`src/rtl/layer_stream_serializer_pkg.sv`:
```
// Shared definitions for the layer stream serializer: default datapath
// width, per-layer neuron counts and the serializer state encodings.
package layer_stream_serializer_pkg;

    localparam int dataWidth       = 16;

    localparam int numNeuronLayer1 = 30;
    localparam int numNeuronLayer2 = 30;
    localparam int numNeuronLayer3 = 10;
    localparam int numNeuronLayer4 = 10;

    localparam logic [0:0] IDLE = 1'b0;
    localparam logic [0:0] SEND = 1'b1;

    // Index width for an n-beat frame, never narrower than one bit.
    function automatic int idx_width(input int n);
        return (n > 2) ? $clog2(n) : 1;
    endfunction

endpackage

```
`src/rtl/stream_argmax.sv`:
```
// Running signed argmax over the beats of one frame; reports the winning
// index/value with a one-cycle pulse after the last beat is handed off.
module stream_argmax
    import layer_stream_serializer_pkg::*;
#(
    parameter int DATA_W = 16,
    parameter int NN     = 30,
    localparam int IDX_W = idx_width(NN)
) (
    input  logic              clk,
    input  logic              rstn,
    input  logic              beat_valid,
    input  logic [IDX_W-1:0]  beat_idx,
    input  logic [DATA_W-1:0] beat_data,
    input  logic              beat_last,
    output logic              max_valid,
    output logic [IDX_W-1:0]  max_idx,
    output logic [DATA_W-1:0] max_val
);

    logic [DATA_W-1:0] run_val;
    logic [IDX_W-1:0]  run_idx;
    logic              take;
    logic [DATA_W-1:0] next_val;
    logic [IDX_W-1:0]  next_idx;

    // Beat 0 seeds the maximum; later beats win only on strict signed >.
    always_comb begin
        take     = (beat_idx == '0) || ($signed(beat_data) > $signed(run_val));
        next_val = take ? beat_data : run_val;
        next_idx = take ? beat_idx  : run_idx;
    end

    // Track the running maximum and publish it when the frame completes.
    always_ff @(posedge clk) begin
        if (!rstn) begin
            run_val   <= '0;
            run_idx   <= '0;
            max_valid <= 1'b0;
            max_idx   <= '0;
            max_val   <= '0;
        end else begin
            max_valid <= 1'b0;
            if (beat_valid) begin
                run_val <= next_val;
                run_idx <= next_idx;
                if (beat_last) begin
                    max_valid <= 1'b1;
                    max_idx   <= next_idx;
                    max_val   <= next_val;
                end
            end
        end
    end

endmodule

```
`src/rtl/layer_stream_serializer.sv`:
```
// Parallel-to-serial converter between network layers: captures a packed
// NN-neuron vector and emits one neuron per beat on a valid/ready stream,
// with an optional pending vector register and optional argmax.
module layer_stream_serializer
    import layer_stream_serializer_pkg::*;
#(
    parameter int NN        = numNeuronLayer1,
    parameter int DATA_W    = dataWidth,
    parameter int DBUF      = 1,
    parameter int ARGMAX_EN = 0,
    localparam int IDX_W    = idx_width(NN)
) (
    input  logic                 s_axi_aclk,
    input  logic                 s_axi_aresetn,
    input  logic                 in_valid,
    input  logic [NN*DATA_W-1:0] in_data,
    output logic                 in_ready,
    output logic                 out_valid,
    input  logic                 out_ready,
    output logic [DATA_W-1:0]    out_data,
    output logic [IDX_W-1:0]     out_idx,
    output logic                 out_last,
    output logic                 max_valid,
    output logic [IDX_W-1:0]     max_idx,
    output logic [DATA_W-1:0]    max_val,
    output logic                 drop_pulse,
    output logic                 drop_flag
);

    logic [0:0]           state;
    logic [NN*DATA_W-1:0] shreg;
    logic [NN*DATA_W-1:0] pend_data;
    logic                 pend_full;
    logic [IDX_W-1:0]     idx_q;

    logic beat_hs;
    logic last_hs;
    logic accept;
    logic load_direct;
    logic load_pend;
    logic to_pend;

    assign out_valid = (state == SEND);
    assign out_data  = shreg[DATA_W-1:0];
    assign out_idx   = idx_q;
    assign out_last  = out_valid && (idx_q == IDX_W'(NN - 1));

    // Handshake decode and routing of an accepted vector.
    // Without the pending register the only free slot mid-frame is the
    // last-beat handshake, so in_ready depends combinationally on out_ready.
    always_comb begin
        beat_hs = out_valid && out_ready;
        last_hs = beat_hs && out_last;
        if (DBUF != 0) begin
            in_ready = !pend_full;
        end else begin
            in_ready = (state == IDLE) || last_hs;
        end
        accept      = in_valid && in_ready;
        load_direct = accept && ((state == IDLE) || (last_hs && !pend_full));
        load_pend   = last_hs && pend_full;
        to_pend     = (DBUF != 0) && accept && !load_direct;
    end

    // Shift register, beat index, state and pending vector.
    always_ff @(posedge s_axi_aclk) begin
        if (!s_axi_aresetn) begin
            state     <= IDLE;
            shreg     <= '0;
            idx_q     <= '0;
            pend_data <= '0;
            pend_full <= 1'b0;
        end else begin
            if (load_direct) begin
                shreg <= in_data;
                idx_q <= '0;
                state <= SEND;
            end else if (load_pend) begin
                shreg     <= pend_data;
                idx_q     <= '0;
                pend_full <= 1'b0;
            end else if (last_hs) begin
                shreg <= shreg >> DATA_W;
                idx_q <= '0;
                state <= IDLE;
            end else if (beat_hs) begin
                shreg <= shreg >> DATA_W;
                idx_q <= idx_q + IDX_W'(1);
            end
            if (to_pend) begin
                pend_data <= in_data;
                pend_full <= 1'b1;
            end
        end
    end

    // Report vectors offered while no slot was free.
    always_ff @(posedge s_axi_aclk) begin
        if (!s_axi_aresetn) begin
            drop_pulse <= 1'b0;
            drop_flag  <= 1'b0;
        end else begin
            drop_pulse <= in_valid && !in_ready;
            if (in_valid && !in_ready) begin
                drop_flag <= 1'b1;
            end
        end
    end

    generate
        if (ARGMAX_EN != 0) begin : g_argmax
            stream_argmax #(
                .DATA_W (DATA_W),
                .NN     (NN)
            ) u_argmax (
                .clk        (s_axi_aclk),
                .rstn       (s_axi_aresetn),
                .beat_valid (beat_hs),
                .beat_idx   (idx_q),
                .beat_data  (shreg[DATA_W-1:0]),
                .beat_last  (out_last),
                .max_valid  (max_valid),
                .max_idx    (max_idx),
                .max_val    (max_val)
            );
        end else begin : g_no_argmax
            assign max_valid = 1'b0;
            assign max_idx   = '0;
            assign max_val   = '0;
        end
    endgenerate

endmodule

```
`config.mk`:
```
export PLATFORM = sky130hd
export DESIGN_NAME = layer_stream_serializer
export DESIGN_NICKNAME = d
export VERILOG_FILES = /design/src/rtl/layer_stream_serializer_pkg.sv /design/src/rtl/stream_argmax.sv /design/src/rtl/layer_stream_serializer.sv
export SDC_FILE = /design/constraint.sdc
export NUM_CORES = 2
export LEC_CHECK = 0
export BUFFER_PORTS_ARGS = -buffer_cell sky130_fd_sc_hd__buf_2
export CAP_MARGIN = 40
export CELL_PAD_IN_SITES_DETAIL_PLACEMENT = 2
export CELL_PAD_IN_SITES_GLOBAL_PLACEMENT = 2
export CORE_UTILIZATION = 38
export DETAILED_ROUTE_END_ITERATION = 8
export PLACE_DENSITY = 0.9
export SKIP_LAST_GASP = 1
export SLEW_MARGIN = 0
export SYNTH_ARGS = -nofsm -noshare
export SYNTH_HDL_FRONTEND = slang
export SYNTH_SLANG_ARGS = --single-unit
```
`constraint.sdc`:
```
create_clock -name s_axi_aclk -period 5.88 [get_ports s_axi_aclk]
set_input_delay 1.47 -clock s_axi_aclk [delete_from_list [all_inputs] [get_ports s_axi_aclk]]
set_output_delay 1.47 -clock s_axi_aclk [all_outputs]
set_load 0.03 [all_outputs]
```
==> impl_metrics.csv <==
group,metric,value,unit
grt,grt_use_met2,51.1,%
routing,dr_total_vias,35900,
synth,synth_top_flop_cell,"dfxtp_1",
synth,synth_largest_area_cell,"dfxtp_1",
clock_network,cts_tree,"built",
sta,post-route-min-period,3610,ps
clock_network,clk_pin_slew,60,ps
critical_path,worst_path_dominant_cell_family,"simple AND/OR/NAND/NOR gates",
synth,syn_avg_cell_area,9.22,um^2
critical_path,crit_chain,"ha_1 > and4_1 > and2_1 > buf_2",
synth,async_reset_ff_share,0,%
critical_path,arrival,2140,ps
synth,syn-cell-area,39900,um^2
job,max_cap_viol_count,0,
sta,rsz0062_at_grt,"false",
grt,grtUsageMet1,36.1,%
power_and_ir_drop,p_leak,19.6,nW
grt,grt_util_all_layers,30.2,%
floorplan,core,104000,um^2
synth,synth_seq_cells,969,
cells_and_area,areaGrowthSynthToFinish,17.8,%
sta,final.setup.tns,0,ps
critical_path,cp-end-kind,"output port",
grt,antenna_found_initial,125,
floorplan,dieArea,106000,um^2
clock_network,clock-sinks,969,
synth,synthTopCellsByArea,"dfxtp_1 49%, mux2i_1 12%, nand2_1 9.1%",
clock_network,cts-root-buf,"clkbuf_16",
routing,drcViolationCount,0,
sta,slew_viol_final,0,
routing,via_per_inst,5.81,
critical_path,crit_slowest_cell,"dfxtp_1",
placed_design,globalplace.congestion,0.803,
sta,finalClockSkew,36.6,ps
cells_and_area,ff_latch_area,19400,um^2
critical_path,cpPeakStageDelay,420,ps
floorplan,chipWidth,326,um
min_path,min_path_type,"reg2reg",
sta,min_period_over_period,61.4,%
placed_design,dp_hpwl,100000,um
grt,grt_overflow,0,
clock_network,cts_setup_buffers,0,
floorplan,fp-row-count,118,
sta,tightest_slew,1090,ps
grt,grt_pass1_vias,39500,
critical_path,cp-start-kind,"flop",
critical_path,crit_type,"reg2out",
grt,grt-busiest-layer,"met2",
floorplan,num_io_pins,532,
critical_path,crit_fanout,5,
synth,netlist_instances,4330,
routing,ant_nets,0,
sta,slew_headroom,27.3,%
routing,drt-initial-drc-count,2695,
cells_and_area,fillCellCount,11000,
grt,grt_pass1_wl,250000,um
cells_and_area,nets,5103,
clock_network,clockBufferDepth,3,
sta,finalHoldViolations,0,
synth,synth_cell_types,42,
cells_and_area,drive_gt1_share,16.2,%
grt,grt_max_degree,189,
cells_and_area,multi_input_area,18500,um^2
synth,synth_most_common_cell,"dfxtp_1",
clock_network,cts.htree.levels,3,
status,status,"completed",
critical_path,crit_buf_inv,1,
clock_network,clock_latency,730,ps
clock_network,cts_made_buffers,109,
placed_design,portBuffers,509,
synth,seq_area_frac_synth,48.6,%
clock_network,postCtsHoldBufs,0,
synth,netlist_top_cells_count,"969 x dfxtp_1, 964 x nand2_1, 462 x a22oi_1, 462 x mux2i_1, 320 x a21boi_0",
floorplan,die_y,326,um
synth,ys_warn_count,0,
synth,synth_edf_count,0,
sta,hold_ws,456,ps
grt,use_met3,5.66,%
routing,wl,172000,um
routing,wl_per_cell,27.8,um
power_and_ir_drop,irDropWorstVdd,220,uV
floorplan,initial_core_util,38.5,%
power_and_ir_drop,powerDensity,344,nW/um^2
critical_path,required,4410,ps
synth,yosys.area.top_type_share,48.6,%
sta,setup_viol,0,
sta,max_freq,277,MHz
routing,first_pass_iters,5,
clock_network,cts_resized,0,
## kinds of logic after synthesis
logic type,count (synthesis),synth area share [%]
other cells,1,0.00940
compound gates,1451,24.2
simple gates,1024,9.93
buf+inv,417,5.50
mux,462,11.6
fa+ha+maj,2,0.0627
xor+xnor,4,0.0878
flops,969,48.6
## per-stage QoR
stage	util (%)	instance area, um^2	power (W)	cells	worst slack, ps
3_3_place_gp	41.4	43000	0.00875	5884	2060
4_1_cts	45.1	46800	0.0162	6092	2220
6_report	45.3	47000	0.0162	6191	2270
5_1_grt	45.3	47000	0.0167	6184	2170
3_5_place_dp	41.4	43000	0.00887	5886	2040
2_1_floorplan	-	40000	0.00818	4351	2960
## cell type report
cell class,instances,share of cell area (%)
timing repair buffer,570,7.25
clock inverter,41,1.13
antenna,99,0.527
clock buffer,165,6.91
tap,1380,3.67
multi-input combinational,2965,39.2
inverter,2,0.0160
sequential,969,41.2
## path summary, 6_finish.rpt
check | from | end | slack (ps) | cells past startpoint
min | pend_data[319]$_SDFFE_PN0P_ | pend_data[319]$_SDFFE_PN0P_ | 460 | 2
min reg2reg | pend_data[319]$_SDFFE_PN0P_ | pend_data[319]$_SDFFE_PN0P_ | 460 | 2
max reg2reg | out_idx[0]$_SDFFE_PP0P_ | pend_data[105]$_SDFFE_PN0P_ | 2910 | 6
max | out_idx[0]$_SDFFE_PP0P_ | out_last | 2270 | 4
## cells in the final DEF (no fill, tap or decap), types with 3 or more instances in the layout
| cell type | n |
|---|---|
| dfxtp_1 | 969 |
| nand2_1 | 964 |
| buf_2 | 508 |
| mux2i_1 | 462 |
| a22oi_1 | 462 |
| a21boi_0 | 320 |
| o21ai_0 | 300 |
| o21ai_1 | 182 |
| a21boi_1 | 162 |
| clkbuf_16 | 109 |
| diode_2 | 99 |
| nor3_1 | 36 |
| clkbuf_8 | 31 |
| buf_12 | 31 |
| buf_4 | 29 |
| clkbuf_1 | 25 |
| conb_1 | 22 |
| clkinv_2 | 19 |
| a21oi_1 | 17 |
| bufinv_16 | 10 |
| nor2_1 | 8 |
| clkinvlp_4 | 4 |
| xor2_1 | 3 |
| inv_6 | 3 |
## layer usage
layer	share of wire, %	vias to the layer above
li1	-	15900
met1	40	18400
met2	49	1156
met3	5.2	454
met4	5.4	52
met5	0.19	-
## state kept, by name (all words and copies together), names as in the netlist
| signal | count |
|---|---|
| pend_data | 480 |
| out_idx | 5 |
| out_valid | 1 |
| drop_flag | 1 |
| drop_pulse | 1 |
| shreg | 480 |
| pend_full | 1 |
## report_power, final
| part | switching [W] | internal (W) | leakage (nW) |
|---|---|---|---|
| logic | 0.000980 | 0.000558 | 9.84 |
| clock network | 0.00308 | 0.00426 | 1.86 |
| registers | 0.000350 | 0.00697 | 7.92 |
| total | 0.00441 | 0.0118 | 19.6 |
## worst min-delay path, delay by kind of cell, from the launching register on
| kind | cells | cell delay, ps |
|---|---|---|
| DFF | 1 | 310 |
| AOI/OAI and AO/OA | 1 | 50 |
| and+or+nand+nor | 1 | 50 |
Power figures use the tool's default switching activity.
